`src/rtl/mbist_pkg.sv`:
```
// Shared types and March C- tables for the FIFO-array BIST controller.
// Element tables are indexed by elem_e; bit n describes element Mn.
package mbist_pkg;

    typedef enum logic [1:0] {
        ST_IDLE  = 2'd0,
        ST_RUN   = 2'd1,
        ST_DRAIN = 2'd2,
        ST_DONE  = 2'd3
    } state_e;

    typedef enum logic [2:0] {
        M0 = 3'd0,
        M1 = 3'd1,
        M2 = 3'd2,
        M3 = 3'd3,
        M4 = 3'd4,
        M5 = 3'd5
    } elem_e;

    typedef enum logic {
        OP_READ  = 1'b0,
        OP_WRITE = 1'b1
    } op_e;

    localparam int MAX_DATA_WIDTH = 64;

    localparam logic [MAX_DATA_WIDTH-1:0] BG_ZERO = {MAX_DATA_WIDTH{1'b0}};
    localparam logic [MAX_DATA_WIDTH-1:0] BG_ONE  = {MAX_DATA_WIDTH{1'b1}};

    // 1 = element walks addresses downward
    localparam logic [7:0] ELEM_DOWN   = 8'b0011_1000;
    localparam logic [7:0] ELEM_HAS_RD = 8'b0011_1110;
    localparam logic [7:0] ELEM_HAS_WR = 8'b0001_1111;
    localparam logic [7:0] ELEM_RD_ONE = 8'b0001_0100;
    localparam logic [7:0] ELEM_WR_ONE = 8'b0000_1010;

    function automatic logic [MAX_DATA_WIDTH-1:0] bg_word(input int width, input logic one_v);
        logic [MAX_DATA_WIDTH-1:0] word_v;
        if (one_v) begin
            word_v = BG_ONE >> (MAX_DATA_WIDTH - width);
        end else begin
            word_v = BG_ZERO;
        end
        return word_v;
    endfunction

    function automatic elem_e next_elem(input elem_e e);
        elem_e n_v;
        case (e)
            M0:      n_v = M1;
            M1:      n_v = M2;
            M2:      n_v = M3;
            M3:      n_v = M4;
            M4:      n_v = M5;
            default: n_v = M0;
        endcase
        return n_v;
    endfunction

    function automatic logic elem_two_op(input elem_e e);
        return ELEM_HAS_RD[e] & ELEM_HAS_WR[e];
    endfunction

endpackage

```
`src/rtl/mbist_addr_gen.sv`:
```
// Up/down address counter for the March walk: load-first, step, last flag.
// Holds address 0 whenever cleared so the array port idles at zero.
module mbist_addr_gen
    import mbist_pkg::*;
#(
    parameter int ADDR_WIDTH = 4,
    parameter int DEPTH      = 16
) (
    input  logic                  CLK,
    input  logic                  RST_N,
    input  logic                  clear,
    input  logic                  load,
    input  logic                  load_down,
    input  logic                  step,
    output logic [ADDR_WIDTH-1:0] addr,
    output logic                  last
);

    localparam logic [ADDR_WIDTH-1:0] ADDR_ZERO = {ADDR_WIDTH{1'b0}};
    localparam logic [ADDR_WIDTH-1:0] ADDR_ONE  = ADDR_WIDTH'(1);
    localparam logic [ADDR_WIDTH-1:0] ADDR_LAST = ADDR_WIDTH'(DEPTH - 1);

    logic [ADDR_WIDTH-1:0] addr_r;
    logic                  down_r;
    logic                  last_s;

    // Address and direction register
    always_ff @(posedge CLK or negedge RST_N) begin
        if (!RST_N) begin
            addr_r <= ADDR_ZERO;
            down_r <= 1'b0;
        end else if (clear) begin
            addr_r <= ADDR_ZERO;
            down_r <= 1'b0;
        end else if (load) begin
            addr_r <= load_down ? ADDR_LAST : ADDR_ZERO;
            down_r <= load_down;
        end else if (step) begin
            addr_r <= down_r ? (addr_r - ADDR_ONE) : (addr_r + ADDR_ONE);
            down_r <= down_r;
        end else begin
            addr_r <= addr_r;
            down_r <= down_r;
        end
    end

    // Last address of the current walk depends on direction
    always_comb begin
        last_s = 1'b0;
        if (down_r) begin
            last_s = (addr_r == ADDR_ZERO);
        end else begin
            last_s = (addr_r == ADDR_LAST);
        end
    end

    assign addr = addr_r;
    assign last = last_s;

endmodule

```
`src/rtl/mbist_march_ctrl.sv`:
```
// March C- BIST controller for the FIFO storage array; single pass/fail result.
// Optional first-failure log enabled by defining MBIST_FAIL_LOG_EN.
module mbist_march_ctrl
    import mbist_pkg::*;
#(
    parameter int DATA_WIDTH = 8,
    parameter int ADDR_WIDTH = 4,
    parameter int DEPTH      = 16
) (
    input  logic                  CLK,
    input  logic                  RST_N,
    input  logic                  START,
    output logic                  MEM_WE,
    output logic                  MEM_RE,
    output logic [ADDR_WIDTH-1:0] MEM_ADDR,
    output logic [DATA_WIDTH-1:0] MEM_WDATA,
    input  logic [DATA_WIDTH-1:0] MEM_RDATA,
    output logic                  BUSY,
    output logic                  DONE,
    output logic                  PASSFAIL
`ifdef MBIST_FAIL_LOG_EN
    ,
    output logic                  FAIL_VALID,
    output logic [ADDR_WIDTH-1:0] FAIL_ADDR,
    output logic [DATA_WIDTH-1:0] FAIL_DATA
`endif
);

    localparam logic [DATA_WIDTH-1:0] DATA_ZERO = {DATA_WIDTH{1'b0}};

    state_e                state_r, state_n;
    elem_e                 elem_r, elem_n;
    logic                  phase_r, phase_n;
    op_e                   op_n_s;

    logic                  ag_clear_s, ag_load_s, ag_load_down_s, ag_step_s;
    logic [ADDR_WIDTH-1:0] ag_addr_s;
    logic                  ag_last_s;
    logic                  start_run_s;

    logic                  mem_we_r, mem_re_r, busy_r, done_r, passfail_r;
    logic [DATA_WIDTH-1:0] mem_wdata_r, rd_exp_r;
    logic                  we_n, re_n, busy_n, done_n;
    logic [DATA_WIDTH-1:0] wdata_n, exp_n;

    logic                  cmp_valid_r;
    logic [DATA_WIDTH-1:0] cmp_exp_r;
    logic                  mismatch_s;

    mbist_addr_gen #(
        .ADDR_WIDTH (ADDR_WIDTH),
        .DEPTH      (DEPTH)
    ) u_addr_gen (
        .CLK       (CLK),
        .RST_N     (RST_N),
        .clear     (ag_clear_s),
        .load      (ag_load_s),
        .load_down (ag_load_down_s),
        .step      (ag_step_s),
        .addr      (ag_addr_s),
        .last      (ag_last_s)
    );

    // Next state and March sequencing; a two-op element stays on one address for read then write
    always_comb begin
        state_n        = state_r;
        elem_n         = elem_r;
        phase_n        = phase_r;
        ag_clear_s     = 1'b0;
        ag_load_s      = 1'b0;
        ag_load_down_s = 1'b0;
        ag_step_s      = 1'b0;
        start_run_s    = 1'b0;
        case (state_r)
            ST_IDLE, ST_DONE: begin
                if (START) begin
                    state_n        = ST_RUN;
                    elem_n         = M0;
                    phase_n        = 1'b0;
                    ag_load_s      = 1'b1;
                    ag_load_down_s = ELEM_DOWN[M0];
                    start_run_s    = 1'b1;
                end else begin
                    ag_clear_s = 1'b1;
                end
            end
            ST_RUN: begin
                if (!phase_r && elem_two_op(elem_r)) begin
                    phase_n = 1'b1;
                end else if (!ag_last_s) begin
                    phase_n   = 1'b0;
                    ag_step_s = 1'b1;
                end else if (elem_r == M5) begin
                    state_n    = ST_DRAIN;
                    phase_n    = 1'b0;
                    ag_clear_s = 1'b1;
                end else begin
                    elem_n         = next_elem(elem_r);
                    phase_n        = 1'b0;
                    ag_load_s      = 1'b1;
                    ag_load_down_s = ELEM_DOWN[next_elem(elem_r)];
                end
            end
            ST_DRAIN: begin
                state_n    = ST_DONE;
                ag_clear_s = 1'b1;
            end
            default: begin
                state_n    = ST_IDLE;
                ag_clear_s = 1'b1;
            end
        endcase
    end

    // Decode the operation issued next cycle so the array port is driven from flops
    always_comb begin
        we_n    = 1'b0;
        re_n    = 1'b0;
        wdata_n = DATA_ZERO;
        exp_n   = DATA_ZERO;
        if (!phase_n && ELEM_HAS_RD[elem_n]) begin
            op_n_s = OP_READ;
        end else begin
            op_n_s = OP_WRITE;
        end
        if (state_n == ST_RUN) begin
            if (op_n_s == OP_WRITE) begin
                we_n    = 1'b1;
                wdata_n = DATA_WIDTH'(bg_word(DATA_WIDTH, ELEM_WR_ONE[elem_n]));
            end else begin
                re_n  = 1'b1;
                exp_n = DATA_WIDTH'(bg_word(DATA_WIDTH, ELEM_RD_ONE[elem_n]));
            end
        end else begin
            we_n = 1'b0;
            re_n = 1'b0;
        end
        busy_n = (state_n == ST_RUN) || (state_n == ST_DRAIN);
        done_n = (state_n == ST_DONE);
    end

    // Sequencer state and registered array/status outputs
    always_ff @(posedge CLK or negedge RST_N) begin
        if (!RST_N) begin
            state_r     <= ST_IDLE;
            elem_r      <= M0;
            phase_r     <= 1'b0;
            mem_we_r    <= 1'b0;
            mem_re_r    <= 1'b0;
            mem_wdata_r <= DATA_ZERO;
            rd_exp_r    <= DATA_ZERO;
            busy_r      <= 1'b0;
            done_r      <= 1'b0;
        end else begin
            state_r     <= state_n;
            elem_r      <= elem_n;
            phase_r     <= phase_n;
            mem_we_r    <= we_n;
            mem_re_r    <= re_n;
            mem_wdata_r <= wdata_n;
            rd_exp_r    <= exp_n;
            busy_r      <= busy_n;
            done_r      <= done_n;
        end
    end

    // Expected word travels one stage behind MEM_RE to meet the returning read data
    always_ff @(posedge CLK or negedge RST_N) begin
        if (!RST_N) begin
            cmp_valid_r <= 1'b0;
            cmp_exp_r   <= DATA_ZERO;
        end else begin
            cmp_valid_r <= mem_re_r;
            cmp_exp_r   <= rd_exp_r;
        end
    end

    assign mismatch_s = cmp_valid_r && (MEM_RDATA != cmp_exp_r);

    // Sticky pass/fail, re-armed on every launch
    always_ff @(posedge CLK or negedge RST_N) begin
        if (!RST_N) begin
            passfail_r <= 1'b0;
        end else if (start_run_s) begin
            passfail_r <= 1'b1;
        end else if (mismatch_s) begin
            passfail_r <= 1'b0;
        end else begin
            passfail_r <= passfail_r;
        end
    end

`ifdef MBIST_FAIL_LOG_EN
    logic [ADDR_WIDTH-1:0] cmp_addr_r;
    logic                  fail_valid_r;
    logic [ADDR_WIDTH-1:0] fail_addr_r;
    logic [DATA_WIDTH-1:0] fail_data_r;

    // First-failure log; later mismatches leave it untouched
    always_ff @(posedge CLK or negedge RST_N) begin
        if (!RST_N) begin
            cmp_addr_r   <= {ADDR_WIDTH{1'b0}};
            fail_valid_r <= 1'b0;
            fail_addr_r  <= {ADDR_WIDTH{1'b0}};
            fail_data_r  <= DATA_ZERO;
        end else begin
            cmp_addr_r <= ag_addr_s;
            if (start_run_s) begin
                fail_valid_r <= 1'b0;
                fail_addr_r  <= {ADDR_WIDTH{1'b0}};
                fail_data_r  <= DATA_ZERO;
            end else if (mismatch_s && !fail_valid_r) begin
                fail_valid_r <= 1'b1;
                fail_addr_r  <= cmp_addr_r;
                fail_data_r  <= MEM_RDATA;
            end else begin
                fail_valid_r <= fail_valid_r;
                fail_addr_r  <= fail_addr_r;
                fail_data_r  <= fail_data_r;
            end
        end
    end

    assign FAIL_VALID = fail_valid_r;
    assign FAIL_ADDR  = fail_addr_r;
    assign FAIL_DATA  = fail_data_r;
`endif

    assign MEM_WE    = mem_we_r;
    assign MEM_RE    = mem_re_r;
    assign MEM_ADDR  = ag_addr_s;
    assign MEM_WDATA = mem_wdata_r;
    assign BUSY      = busy_r;
    assign DONE      = done_r;
    assign PASSFAIL  = passfail_r;

endmodule

```
`config.mk`:
```
export PLATFORM = sky130hd
export DESIGN_NAME = mbist_march_ctrl
export DESIGN_NICKNAME = d
export VERILOG_FILES = /design/src/rtl/mbist_pkg.sv /design/src/rtl/mbist_addr_gen.sv /design/src/rtl/mbist_march_ctrl.sv
export SDC_FILE = /design/constraint.sdc
export NUM_CORES = 1
export LEC_CHECK = 0
export CORE_ASPECT_RATIO = 0.75
export CORE_MARGIN = 5
export CORE_UTILIZATION = 30
export CTS_CLUSTER_DIAMETER = 80
export DETAILED_ROUTE_END_ITERATION = 10
export SLEW_MARGIN = 0
export SYNTH_ARGS = -nofsm -noshare
export SYNTH_HDL_FRONTEND = slang
export SYNTH_SLANG_ARGS = --single-unit
```
`constraint.sdc`:
```
create_clock -name CLK -period 2.3 [get_ports CLK]
set_input_delay 0.23 -clock CLK [delete_from_list [all_inputs] [get_ports CLK]]
set_output_delay 0.23 -clock CLK [all_outputs]
set_load 0.02 [all_outputs]
```
======== Yosys cells after proc, flatten, opt, wreduce, memory -nomap -nowiden ========
Memories as Yosys holds them, arrays and structs flattened.
Index checks and enable logic that the tools add are counted.
word-level totals
  ROM bits ................................ 48
  bits in registers ....................... 41
  output and inout bits ................... 17
  memories kept ........................... 6
  bits of input ports ..................... 11
memories
  name             depth  bits a word  rd ports  clocked after memory_dff  wr ports  line                     RTL
  (no name shown)  8      1            1         0                         0         mbist_march_ctrl.sv:132  exp_n = DATA_WIDTH'(bg_word(DATA_WIDTH, ELEM_RD_ONE[elem_n]));
  (no name shown)  8      1            1         0                         0         mbist_march_ctrl.sv:129  wdata_n = DATA_WIDTH'(bg_word(DATA_WIDTH, ELEM_WR_ONE[elem_n]));
  (no name shown)  8      1            1         0                         0         mbist_march_ctrl.sv:121  if (!phase_n && ELEM_HAS_RD[elem_n]) begin
  (no name shown)  8      1            1         0                         0         mbist_march_ctrl.sv:101  ag_load_down_s = ELEM_DOWN[next_elem(elem_r)];
  (no name shown)  8      1            1         0                         0         mbist_pkg.sv:62          return ELEM_HAS_RD[e] & ELEM_HAS_WR[e];
  (no name shown)  8      1            1         0                         0         mbist_pkg.sv:62
cells by class
  $add $sub $neg .......................... 2
  equality and inequality tests ........... 13
  order comparisons ....................... 3
  reductions and logical operators ........ 13
  bitwise operators ....................... 1
  multiplexer cells ....................... 62
operator list
  cell                                                        number
  two-way mux 8 bit                                           6
  two-way mux 1 bit                                           33
  two-way mux 3 bit                                           8
  two-way mux 4 bit                                           5
  case mux 3 bit (5 select lines)                             1
  less-than comparator 3 x 4 -> 1 bit, second input constant  3
  == test 2 bit, second input constant                        4
  two-way mux 2 bit                                           4
  != test 8 bit                                               1
  == test 3 x 2 -> 1 bit, second input constant               2
  == test 3 bit, second input constant                        2
  case mux 2 bit (3 select lines)                             1
  case mux 3 bit (2 select lines)                             1
  adder 4 x 1 -> 4 bit, second input constant                 1
  == test 2 x 1 -> 1 bit, second input constant               2
  == test 4 bit, second input constant                        1
  zero test 4 bit                                             1
  case mux 1 bit (2 select lines)                             2
  nonzero test 2 bit                                          2
  subtractor 4 x 1 -> 4 bit, second input constant            1
  == test 3 x 1 -> 1 bit, second input constant               1
  logical AND 1 bit                                           3
  zero test 3 bit                                             1
  case mux 1 bit (3 select lines)                             1
  6 further kinds                                             7

======== Longest topological paths before layout ========
  depth in word-level cells ............... 15
  gate-level depth with buffers ........... 9

======== By module ========
A second synthesis with hierarchy kept.
unflattened totals
  cell total of the unflattened synthesis .. 138
  area total of the unflattened synthesis .. 1,352.5 µm²
by module, submodules not included
  module            area each (µm²)  cells an instance  times used  seq. area each (µm²)
  mbist_march_ctrl  979.7            100                1           375.4
  mbist_addr_gen    372.9            38                 1           125.1

======== Worst setup path before layout ========
No wires, ideal clock.
  path kind ............................... flip-flop to flip-flop
  start ................................... register u_addr_gen.addr_r[1], in the netlist u_addr_gen.addr[1]
  end ..................................... register u_addr_gen.down_r
  path slack .............................. -110 ps
  cell stages (with the launch flop) ...... 6
  library setup time ...................... 78 ps
  data arrival time ....................... 2,333 ps
  cell sequence ........................... dfrtp_1 or4b_4 mux2_4 o32a_4 or4_1 a21boi_1
on the way
  longest elaborated chain between the ends .. 7
  elaborated cells between the ends (all ways) .. 15
  those cells by class .................... eq/ne (1); mux (12); reduce/logical (2)
ends and longest elaborated chain
  what                                                     line                                        RTL
  from (decl)                                              mbist_addr_gen.sv:23                        logic [ADDR_WIDTH-1:0] addr_r;
  from (signal assigned)                                   mbist_addr_gen.sv:36                        addr_r <= load_down ? ADDR_LAST : ADDR_ZERO;
  from (signal assigned)                                   mbist_addr_gen.sv:39                        addr_r <= down_r ? (addr_r - ADDR_ONE) : (addr_r + ADDR_ONE);
  from (signal assigned)                                   mbist_addr_gen.sv:42                        addr_r <= addr_r;
  == test 4 bit / zero test 4 bit (equally long branches)  mbist_addr_gen.sv:53, mbist_addr_gen.sv:51
  two-way mux 1 bit (*)                                    mbist_addr_gen.sv:50                        if (down_r) begin
  two-way mux 1 bit                                        mbist_march_ctrl.sv:90                      end else if (!ag_last_s) begin
  two-way mux 1 bit                                        mbist_march_ctrl.sv:88                      if (!phase_r && elem_two_op(elem_r)) begin
  two-way mux 1 bit                                        -
  two-way mux 1 bit                                        mbist_addr_gen.sv:35                        end else if (load) begin
  two-way mux 1 bit                                        mbist_addr_gen.sv:32                        end else if (clear) begin
  to (signal assigned)                                     mbist_addr_gen.sv:37                        down_r <= load_down;
  to (signal assigned)                                     mbist_addr_gen.sv:40                        down_r <= down_r;
  to (signal assigned)                                     mbist_addr_gen.sv:43                        down_r <= down_r;
  to (decl)                                                mbist_addr_gen.sv:24                        logic down_r;
Every way passes the cells marked *; elsewhere a longest branch is shown, timed or not. The select of a mux whose other input is x is not followed.
A chain may end at the register's enable or synchronous reset.

======== Worst setup path after layout ========
Same ends and word-level chain as after synthesis.

==> results_tabular.tex <==
\begin{tabular}{lr}
\hline
Metric & Value \\
\hline
\multicolumn{2}{l}{\textbf{Outcome}} \\
Status & finished clean \\
\multicolumn{2}{l}{\textbf{Timing}} \\
Tightest Pin Transition & 0.378 ns \\
Slew HR & 74.5\% \\
Max Clock Freq & 436 MHz \\
Count of final max-slew check failures & 0 \\
Period utilisation layout & 99.7\% \\
Final setup violation count & 0 \\
Tightest hold margin & 0.304 ns \\
Clock period minus worst slack & 2.29 ns \\
Maximum clock skew at final layout & 0.00525 ns \\
Final Hold Fails & 0 \\
Final setup margin & 0.00650 ns \\
Setup repair after global routing missed its margin & true \\
\multicolumn{2}{l}{\textbf{Final layout}} \\
Fraction of layout cells with a size suffix above 1 & 20.6\% \\
Area growth from synthesis to layout & 36.8\% \\
Area occupied by multi-input gates & 727 sq um \\
Antenna cell count & 0 \\
Area used by sequential logic in the layout & 503 sq um \\
Non-filler instance count after layout & 230 \\
Total of fill cells in the finished design & 393 \\
Cell area after layout & 1800 sq um \\
Post-layout nets & 194 \\
\multicolumn{2}{l}{\textbf{Routing}} \\
Via count normalized by instance count & 5.30 \\
First drt pass iteration count & 4 \\
WL/cell & 15.5 microns \\
Antenna Violating Nets Remaining & 0 \\
Number of remaining DRC errors & 0 \\
Routed wire length & 3560 microns \\
Total number of vias & 1,220 \\
DRC violation total after the first TritonRoute iteration & 61 \\
\multicolumn{2}{l}{\textbf{Synth}} \\
Post-synth design cell area & 1320 sq um \\
YS warnings & 0 \\
Top post-synthesis cells by count & dfrtp\_1 (20), nand2\_1 (10), inv\_1 (9), o21ai\_0 (9), a21oi\_1 (8) \\
Primary flip-flop cell chosen by synthesis mapping & dfrtp\_1 \\
Synthesized net count & 157 \\
Post-Synthesis Cells & 139 \\
Number of distinct library cells after synthesis & 45 \\
Flop and latch count out of synthesis & 20 \\
Sequential area share after synthesis & 38.0\% \\
Leading post-synthesis cells by cell area & dfrtp\_1 (38\%), ha\_1 (5.7\%), buf\_4 (4.0\%), o21ai\_0 (3.4\%), a21oi\_1 (3.0\%) \\
Fraction of registers with async set or reset after synthesis & 100\% \\
Share of Yosys cell area claimed by the top area cell type & 38.0\% \\
Avg Inst Size Synth & 9.48 sq um \\
Largest area contributor in the netlist & dfrtp\_1 \\
Count of flip-flops with a built-in enable after synthesis & 0 \\
Most instantiated library cell after synthesis & dfrtp\_1 \\
\multicolumn{2}{l}{\textbf{Clocking}} \\
Clock transition time at the flip-flop clock pins of the worst setup and hold paths & 0.08 ns \\
Clock insertion delay at the later pin of the skew report & 0.26 ns \\
Clock sink count & 20 \\
CTS H-Tree Depth & 1 \\
TritonCTS clock tree & built \\
CTS buffer count & 3 \\
Hold buffer count at cts & 0 \\
Clk buf depth & 2 \\
Cell at the root of the clock tree & clkbuf\_8 \\
\multicolumn{2}{l}{\textbf{Global routing}} \\
Via count of the first global-routing pass & 1,263 \\
Initial antenna violation count & 0 \\
GR Overflow Total & 0 \\
All-Layer GR Usage & 12.9\% \\
Pin count of the biggest net entering global routing & 21 \\
Global-route wire length before repair & 5970 microns \\
\multicolumn{2}{l}{\textbf{Die}} \\
Die H & 67.4 microns \\
FP Rows & 20 \\
Die X & 86.5 microns \\
Core footprint & 4150 sq um \\
Top-Level Pins & 28 \\
Area enclosed by the die boundary & 5830 sq um \\
Starting density of the core & 31.7\% \\
\multicolumn{2}{l}{\textbf{Worst setup path}} \\
Critical path cell sequence & or4b\_4 > mux2\_4 > o32a\_4 > or4\_1 > a21boi\_1 \\
Buffering stage count on the worst path with inverters included & 0 \\
Nature of the critical path startpoint & register \\
Maximum fanout along the worst path & 4 \\
Required arrival time at the worst endpoint & 2.49 ns \\
Cell type of the slowest stage on the worst timing path & or4b\_4 \\
Arrival time worst endpoint & 2.48 ns \\
Kind of critical path & register to register \\
Crit. End Element & register \\
Delay contributed by the slowest stage of the critical path & 0.55 ns \\
Cell class contributing the biggest share of worst-path delay & simple AND/OR/NAND/NOR gates \\
\multicolumn{2}{l}{\textbf{Placed design}} \\
Half-perimeter wire length of the detailed placement result & 2690 microns \\
Cell area after placement & 1700 sq um \\
Number of cells after detailed placement & 225 \\
Final weighted congestion in routability-driven placement & 0.859 \\
Placement Setup Slack & -0.0133 ns \\
Input/output buffers & 27 \\
\multicolumn{2}{l}{\textbf{Pwr}} \\
Sequential power share & 47.8\% \\
Maximum ir drop on the vdd rail & 330 uV \\
Cell Pwr Density & 408 nW/um\^{}2 \\
Proportion of power drawn by the clock network & 48.2\% \\
Share of total power in combinational logic & 4.1\% \\
Overall Power & 0.735 mW \\
Design internal power & 0.601 mW \\
Leakage power total & 0.784 nW \\
Psw & 0.134 mW \\
Switching share of power & 18.3\% \\
\multicolumn{2}{l}{\textbf{Run}} \\
Max-cap violation count & 0 \\
\multicolumn{2}{l}{\textbf{Worst hold path}} \\
Worst min-delay path category & input port to asynchronous set/reset pin \\
\hline
\end{tabular}
[final timing paths]
kind / start / end / slack [ns] / cells after the start
max: u_addr_gen.addr[1] / u_addr_gen.down_r / 0.007 / 5
min in group CLK: rd_exp_r[6] / cmp_exp_r[6] / 0.35 / 0
max in group asynchronous: RST_N / u_addr_gen.addr[1] / 1.76 / 2
min reg2reg: rd_exp_r[6] / cmp_exp_r[6] / 0.35 / 0
max reg2reg: u_addr_gen.addr[1] / u_addr_gen.down_r / 0.007 / 5
min: RST_N / u_addr_gen.addr[2] / 0.30 / 2
[worst reg2reg max path, delay by kind of cell (launching register included)]
family | cells | cell delay [ns]
and+or+nand+nor | 2 | 1.02
AOI/OAI and AO/OA | 2 | 0.48
DFF | 1 | 0.41
muxes | 1 | 0.32
[power groups by stage]
stage	combinational (mW)	clock [mW]	sequential (mW)
after CTS	0.0307	0.361	0.351
after floorplan	0.00200	0	0.358
after detailed placement	0.0304	0	0.358
final	0.0299	0.354	0.351
after global routing	0.0334	0.382	0.351
after global placement	0.0292	0	0.358
[state kept, by name (all words and copies together), names as in the netlist]
name,cells
u_addr_gen.down_r,1
u_addr_gen.addr,4
state_r,2
phase_r,1
rd_exp_r,1
elem_r,3
MEM_RE,1
PASSFAIL,1
cmp_valid_r,1
MEM_WE,1
DONE,1
cmp_exp_r,1
BUSY,1
MEM_WDATA,1
[final cells by class]
cell class | instances | area share [%]
flip-flops and latches | 20 | 27.9
inverters | 9 | 1.87
repair buffers | 44 | 22.1
well taps | 55 | 3.82
clock inverters | 1 | 1.67
clock buffers | 3 | 2.29
multi-input cells | 98 | 40.3
[layout by cell type (no fill, tap or decap), drive strengths merged, types with 2 or more instances in the layout]
cell / n
clkdlybuf4s50: 27
dfrtp: 20
buf: 17
nand2: 10
inv: 9
o21ai: 9
a21oi: 8
nor2: 7
nor3: 6
ha: 6
o21a: 4
nor3b: 3
xnor2: 3
nand3: 3
clkbuf: 3
nor2b: 3
a311oi: 3
mux2i: 3
nand4b: 2
o31ai: 2
a31oi: 2
nor4: 2
mux2: 2
[what timing repair did]
| item | 4_1_cts | 5_1_grt |
|---|---|---|
| setup buffers | 0 | 1 |
| gates resized for setup | 0 | 6 |
| endpoints found under the hold margin | 0 | 0 |
| pin swaps | 1 | 3 |
| setup endpoints to repair | 1 | 8 |
[routing by layer]
layer	wire length (microns)	up-vias	GRT usage, %
met5	0	-	0
met3	333	9	3.66
met1	1520	567	16.9
met2	1650	65	21.5
li1	-	579	-
met4	53	0	2.33
[cell families (layout without fill, tap and decap cells)]
group | after synthesis | in the layout | synth area share, %
buf+inv | 21 | 57 | 8.64
mux | 5 | 5 | 4.27
fa+ha+maj | 7 | 7 | 7.22
simple gates | 44 | 44 | 18.4
flops | 20 | 20 | 38.0
xor+xnor | 3 | 3 | 1.99
compound gates | 39 | 39 | 21.5
[per-stage QoR]
step	util [%]	TNS (ns)
floorplan	-	-0.0239
global placement	41.0	0
detailed placement	41.0	-0.0133
CTS	42.7	0
global route	43.4	-0.138
finish	43.4	0
(Power assumes the default switching activity.)
